`src/rtl/pong_pkg.sv`:
```
// pong_pkg: types and constants shared by the match controller and the
// scoring block.
//   match_state_t : match sequencing states
//   MAX_POINTS    : LED capacity of the scoring block (upper limit for WIN_POINTS)
//   timer_width() : phase timer width for the two timed phases; never below 1 bit
package pong_pkg;

    typedef enum logic [2:0] {
        IDLE  = 3'd0,
        SERVE = 3'd1,
        PLAY  = 3'd2,
        POINT = 3'd3,
        WAIT  = 3'd4,
        OVER  = 3'd5
    } match_state_t;

    localparam int MAX_POINTS = 8;

    // The counter holds at most max(a,b)-1, so $clog2(max) bits suffice.
    function automatic int timer_width(input int a, input int b);
        int m;
        m = (a > b) ? a : b;
        return (m < 2) ? 1 : $clog2(m);
    endfunction

endpackage

```
`src/rtl/match_controller_phase_timer.sv`:
```
// phase_timer: loadable down-counter shared by the SERVE and POINT phases.
// It stops at zero and reports expired while the count is zero.
//   clock   : system clock
//   reset   : asynchronous, active-high
//   load    : load value on the next edge (has priority over counting)
//   value   : reload value (phase length minus one)
//   expired : count is zero
module phase_timer #(
    parameter int WIDTH = 8
) (
    input  logic             clock,
    input  logic             reset,
    input  logic             load,
    input  logic [WIDTH-1:0] value,
    output logic             expired
);

    logic [WIDTH-1:0] count;

    always_ff @(posedge clock or posedge reset) begin
        if (reset) begin
            count <= '0;
        end else if (load) begin
            count <= value;
        end else if (count != '0) begin
            count <= count - WIDTH'(1);
        end
    end

    assign expired = (count == '0);

endmodule

```
`src/rtl/match_controller.sv`:
```
// match_controller: sequences a two-player match. It waits for a start press,
// times the serve, watches the goal inputs during play, emits one p1vic/p2vic
// pulse per point and stops when a player reaches WIN_POINTS.
//
// Parameters: WIN_POINTS (1..MAX_POINTS), SERVE_CYCLES (>=1), POINT_CYCLES (>=1).
// Ports:
//   clock, reset          : system clock, asynchronous active-high reset
//   start                 : debounced start/serve button (level)
//   p1_goal / p2_goal     : goal detectors (level), point to P1 / P2
//   p1vic / p2vic         : one-cycle point pulses to the scoring block
//   round_active          : ball in play (PLAY only)
//   serve_p2              : 0 = P1 serves, 1 = P2 serves
//   match_over, winner    : match finished; winner 0 = P1, 1 = P2
// Build option: MATCH_CONTROLLER_AUTOSERVE_EN -- when defined, POINT goes
// straight to SERVE; otherwise it waits in WAIT for a start rise.
//
// state | meaning
// IDLE  | waiting for start rise, scores cleared
// SERVE | serve delay running (SERVE_CYCLES)
// PLAY  | ball in play, goals watched
// POINT | post-point hold (POINT_CYCLES)
// WAIT  | waiting for start rise before next serve
// OVER  | a player reached WIN_POINTS; start rise returns to IDLE
module match_controller
    import pong_pkg::*;
#(
    parameter int WIN_POINTS   = MAX_POINTS,
    parameter int SERVE_CYCLES = 50_000_000,
    parameter int POINT_CYCLES = 25_000_000
) (
    input  logic clock,
    input  logic reset,
    input  logic start,
    input  logic p1_goal,
    input  logic p2_goal,
    output logic p1vic,
    output logic p2vic,
    output logic round_active,
    output logic serve_p2,
    output logic match_over,
    output logic winner
);

    localparam int SCORE_W = $clog2(WIN_POINTS + 1);
    localparam int TW      = timer_width(SERVE_CYCLES, POINT_CYCLES);

    localparam logic [SCORE_W-1:0] WIN_S      = SCORE_W'(WIN_POINTS);
    localparam logic [TW-1:0]      SERVE_LOAD = TW'(SERVE_CYCLES - 1);
    localparam logic [TW-1:0]      POINT_LOAD = TW'(POINT_CYCLES - 1);

    match_state_t       state;
    logic               start_q;
    logic               start_rise;
    logic [SCORE_W-1:0] s1;
    logic [SCORE_W-1:0] s2;
    logic               timer_load;
    logic [TW-1:0]      timer_value;
    logic               timer_expired;

    assign start_rise = start & ~start_q;

    // The timer is held at its reload value in every untimed state, so it is
    // already primed on the edge that enters SERVE or POINT. The only
    // timed-to-timed hand-off is POINT -> SERVE, which reloads on expiry.
    assign timer_load  = !(state == SERVE || state == POINT) ||
                         (state == POINT && timer_expired);
    assign timer_value = (state == PLAY) ? POINT_LOAD : SERVE_LOAD;

    phase_timer #(
        .WIDTH (TW)
    ) u_timer (
        .clock   (clock),
        .reset   (reset),
        .load    (timer_load),
        .value   (timer_value),
        .expired (timer_expired)
    );

    always_ff @(posedge clock or posedge reset) begin
        if (reset) begin
            state        <= IDLE;
            start_q      <= 1'b0;
            s1           <= '0;
            s2           <= '0;
            p1vic        <= 1'b0;
            p2vic        <= 1'b0;
            round_active <= 1'b0;
            serve_p2     <= 1'b0;
            match_over   <= 1'b0;
            winner       <= 1'b0;
        end else begin
            start_q <= start;
            p1vic   <= 1'b0;
            p2vic   <= 1'b0;
            case (state)
                IDLE: begin
                    if (start_rise) state <= SERVE;
                end
                SERVE: begin
                    if (timer_expired) begin
                        state        <= PLAY;
                        round_active <= 1'b1;
                    end
                end
                PLAY: begin
                    if (p1_goal || p2_goal) begin
                        state        <= POINT;
                        round_active <= 1'b0;
                        // Both goals together is a replay: no score, no serve change.
                        if (p1_goal && !p2_goal) begin
                            p1vic    <= 1'b1;
                            s1       <= s1 + SCORE_W'(1);
                            serve_p2 <= 1'b1;
                        end else if (p2_goal && !p1_goal) begin
                            p2vic    <= 1'b1;
                            s2       <= s2 + SCORE_W'(1);
                            serve_p2 <= 1'b0;
                        end
                    end
                end
                POINT: begin
                    if (timer_expired) begin
                        if (s1 == WIN_S || s2 == WIN_S) begin
                            state      <= OVER;
                            match_over <= 1'b1;
                            winner     <= (s2 == WIN_S);
                        end else begin
`ifdef MATCH_CONTROLLER_AUTOSERVE_EN
                            state <= SERVE;
`else
                            state <= WAIT;
`endif
                        end
                    end
                end
                WAIT: begin
                    if (start_rise) state <= SERVE;
                end
                OVER: begin
                    if (start_rise) begin
                        state      <= IDLE;
                        s1         <= '0;
                        s2         <= '0;
                        match_over <= 1'b0;
                        winner     <= 1'b0;
                    end
                end
                default: state <= IDLE;
            endcase
        end
    end

endmodule
```
`config.mk`:
```
export PLATFORM = sky130hd
export DESIGN_NAME = match_controller
export DESIGN_NICKNAME = d
export VERILOG_FILES = /design/src/rtl/pong_pkg.sv /design/src/rtl/match_controller_phase_timer.sv /design/src/rtl/match_controller.sv
export SDC_FILE = /design/constraint.sdc
export NUM_CORES = 1
export LEC_CHECK = 0
export BUFFER_PORTS_ARGS = -buffer_cell sky130_fd_sc_hd__buf_2
export CAP_MARGIN = 10
export CORE_UTILIZATION = 30
export DETAILED_ROUTE_END_ITERATION = 10
export SLEW_MARGIN = 40
export SYNTH_ARGS = -nofsm -noshare
export SYNTH_HDL_FRONTEND = slang
export SYNTH_HIERARCHICAL = 1
export SYNTH_SLANG_ARGS = --single-unit
```
`constraint.sdc`:
```
create_clock -name clock -period 3.52 [get_ports clock]
set_input_delay 0 -clock clock [delete_from_list [all_inputs] [get_ports clock]]
set_output_delay 0 -clock clock [all_outputs]
set_load 0.05 [all_outputs]
```
==> results.tsv <==
metric	value	unit
cts_buffers	5	
p_leak	0.001165	uW
setup_violations	0	
hold_class	in -> reg	
clkSlewWorstSetupHoldPaths	90	ps
antennaDiodeCount	0	
r2r-end	u_timer/count[10]	
grt_pass1_wl	9535	um
path_max_fanout	9	
syn_to_final_growth	11.75	%
post-dp-hpwl	3836	um
layout_commonest_cell	dfrtp_1	
p_int	664.0	uW
seq_area_frac_synth	41.51	%
swShare	25.82	%
fp.dieH	96.03	um
overflow	0	
worst_slew_pin_slew	697.6	ps
drive_gt1_share	12.34	%
place_congestion	0.8177	
ff2ff_setup_slack	840	ps
mostFrequentLayoutCells	44 x dfrtp_1, 30 x nand2_1, 20 x nor2_1, 17 x o21ai_0, 17 x conb_1	
use_met3	2.607	%
worstSetupPathType	reg -> reg	
skew	9.721	ps
antenna_found_initial	0	
syn_area_per_cell	9.406	um^2
final.setup.tns	0	ps
synth_edf_count	0	
io_pins	11	
final_nets	321	
worstSetupEndpointType	flop	
syn_area	0.002653	mm^2
wl_per_cell	13.35	um
period_share	76.14	%
whs	70.59	ps
io_buffers	10	
p_per_area	302.0	mW/mm^2
grt_max_degree	37	
reg2reg_depth	9	
start_util	31.65	%
worstPathArrival	2850	ps
drc_errors	0	
die_area	0.009222	mm^2
cts_tree	yes	
drv_slew	0	
yosys.area.top_type	dfrtp_1	
status	finished clean	
ys_types	55	
postCtsResizedCells	0	
combinationalPowerShare	4.1	%
holdPathEnd	p2vic	
grt_setup_unrepaired	false	
drt_iter0_drc	89	
cts_num_sinks	44	
coreArea	0.008382	mm^2
r2r-start	u_timer/count[0]	
grt_usage	13.38	%
fmax	373.1	MHz
finalHoldViolCount	0	
grt.busiest_layer	met2	
fin_area	0.002964	mm^2
clock_power_share	38.7	%
yosys.area.top_type_share	41.51	%
async_reset_ff_share	100.0	%
firstDrtPassIters	5	
synth_seq_cells	44	
root_buffer	clkbuf_8	
cts_setup_buffers	0	
vias	2063	
cts_max_path_buffers	2	
synthTopCellsByArea	dfrtp_1 42%, ha_1 4.2%, nand2_1 4.2%	
final_util	35.36	%
placed_cell_area	0.002850	mm^2
use_met2	22.40	%
layout_min_cycle_time	2680	ps
grt_use_met1	17.20	%
maxCapViolCount	0	
h-tree-depth	2	
p_sw	231.1	uW
vias_per_cell	4.995	
startpoint_type	flop	
grt_pass1_vias	1998	
ys.flop_type	dfrtp_1	
p_total	895.0	uW
pwr-share-seq	57.2	%
num_rows	33	
wl	5512	um
synth_warnings	6	
relSlewSlack	53.44	%
required	3690	ps
worst_skew_pair.late_latency	310	ps
holdPathStages	3	
worstHoldStart	p2_goal	
antenna_left	0	
die_x	96.03	um
ir_worst_vdd	0.0001197	V
synth_cells	282	
-- cells in the mapped netlist, types with 6 or more instances --
cell	count
o21ai_0	17
clkbuf_1	7
dfrtp_1	44
o31ai_1	11
xor2_1	10
nor3_1	7
nor2_1	20
inv_1	15
or3_1	7
nand2_1	30
nand3_1	6
xnor2_1	12
ha_1	9
a21oi_1	9
nand4_1	6
-- critical path, cell delays in order, from the launching register on --
cell and delay, ps:
dfrtp_1 400, inv_1 100, ha_1 270, nor3b_1 220, nand4_1 240, nor2_1 320
a211o_1 200, clkinv_1 220, o21ai_1 390, o21ai_0 190
-- metal layers --
metal	wire (um)	share of wire, %
met5	0	0
met4	75	1.4
met3	116	2.1
met2	2615	47
met1	2705	49
-- flip-flops by register name, summed over array words and instances, names as in the netlist --
signal,count
round_active,1
start_q,1
serve_p2,1
winner,1
p2vic,1
s2,4
match_over,1
u_timer/count,26
s1,4
p1vic,1
state,3
-- per-stage QoR --
stage / cells / setup slack [ps]
3_5_place_dp: 403 / 844.9
4_1_cts: 413 / 814.3
5_1_grt: 413 / 555.8
2_1_floorplan: 297 / 1083
3_3_place_gp: 403 / 956.7
6_report: 413 / 840.0
-- worst max-delay path by stage --
stage | slack [ps] | startpoint | endpoint
2_1_floorplan | 1080 | u_timer/count[0] | u_timer/count[10]
3_3_place_gp | 960 | u_timer/count[21] | u_timer/count[21]
3_5_place_dp | 840 | u_timer/count[0] | u_timer/count[23]
4_1_cts | 810 | u_timer/count[0] | u_timer/count[23]
5_1_grt | 560 | u_timer/count[0] | u_timer/count[23]
6_report | 840 | u_timer/count[0] | u_timer/count[10]
-- cells by family after synthesis --
logic type	count (synthesis)	synth area share (%)
other cells	2	0.2831
fa+ha+maj	9	4.245
mux	5	2.075
flops	44	41.51
buf+inv	28	4.622
compound gates	54	12.55
simple gates	118	27.45
xor+xnor	22	7.264
-- area by class of cell --
class	instances	area (um^2)
inverter	16	60.06
clock inverter	3	25.02
fill	861	5418
multi-input combinational	225	1485
tap	105	131.4
clock buffer	5	68.82
timing repair buffer	15	92.59
sequential	44	1101
-- power groups by stage --
stage / logic (uW) / clock network (uW) / registers (uW)
after CTS: 37.8 / 361 / 512
final: 36.4 / 346 / 512
after detailed placement: 35.9 / 0 / 522
after global placement: 34.7 / 0 / 522
after floorplan: 22.2 / 0 / 524
after global routing: 43.6 / 380 / 513
-- repair_timing --
item                                    in CTS  in global routing
endpoints found under the hold margin       45                  0
endpoints found under the setup margin       0                  0
hold buffers                                 2                  0
Note: power is estimated with default switching activity, not from simulation.
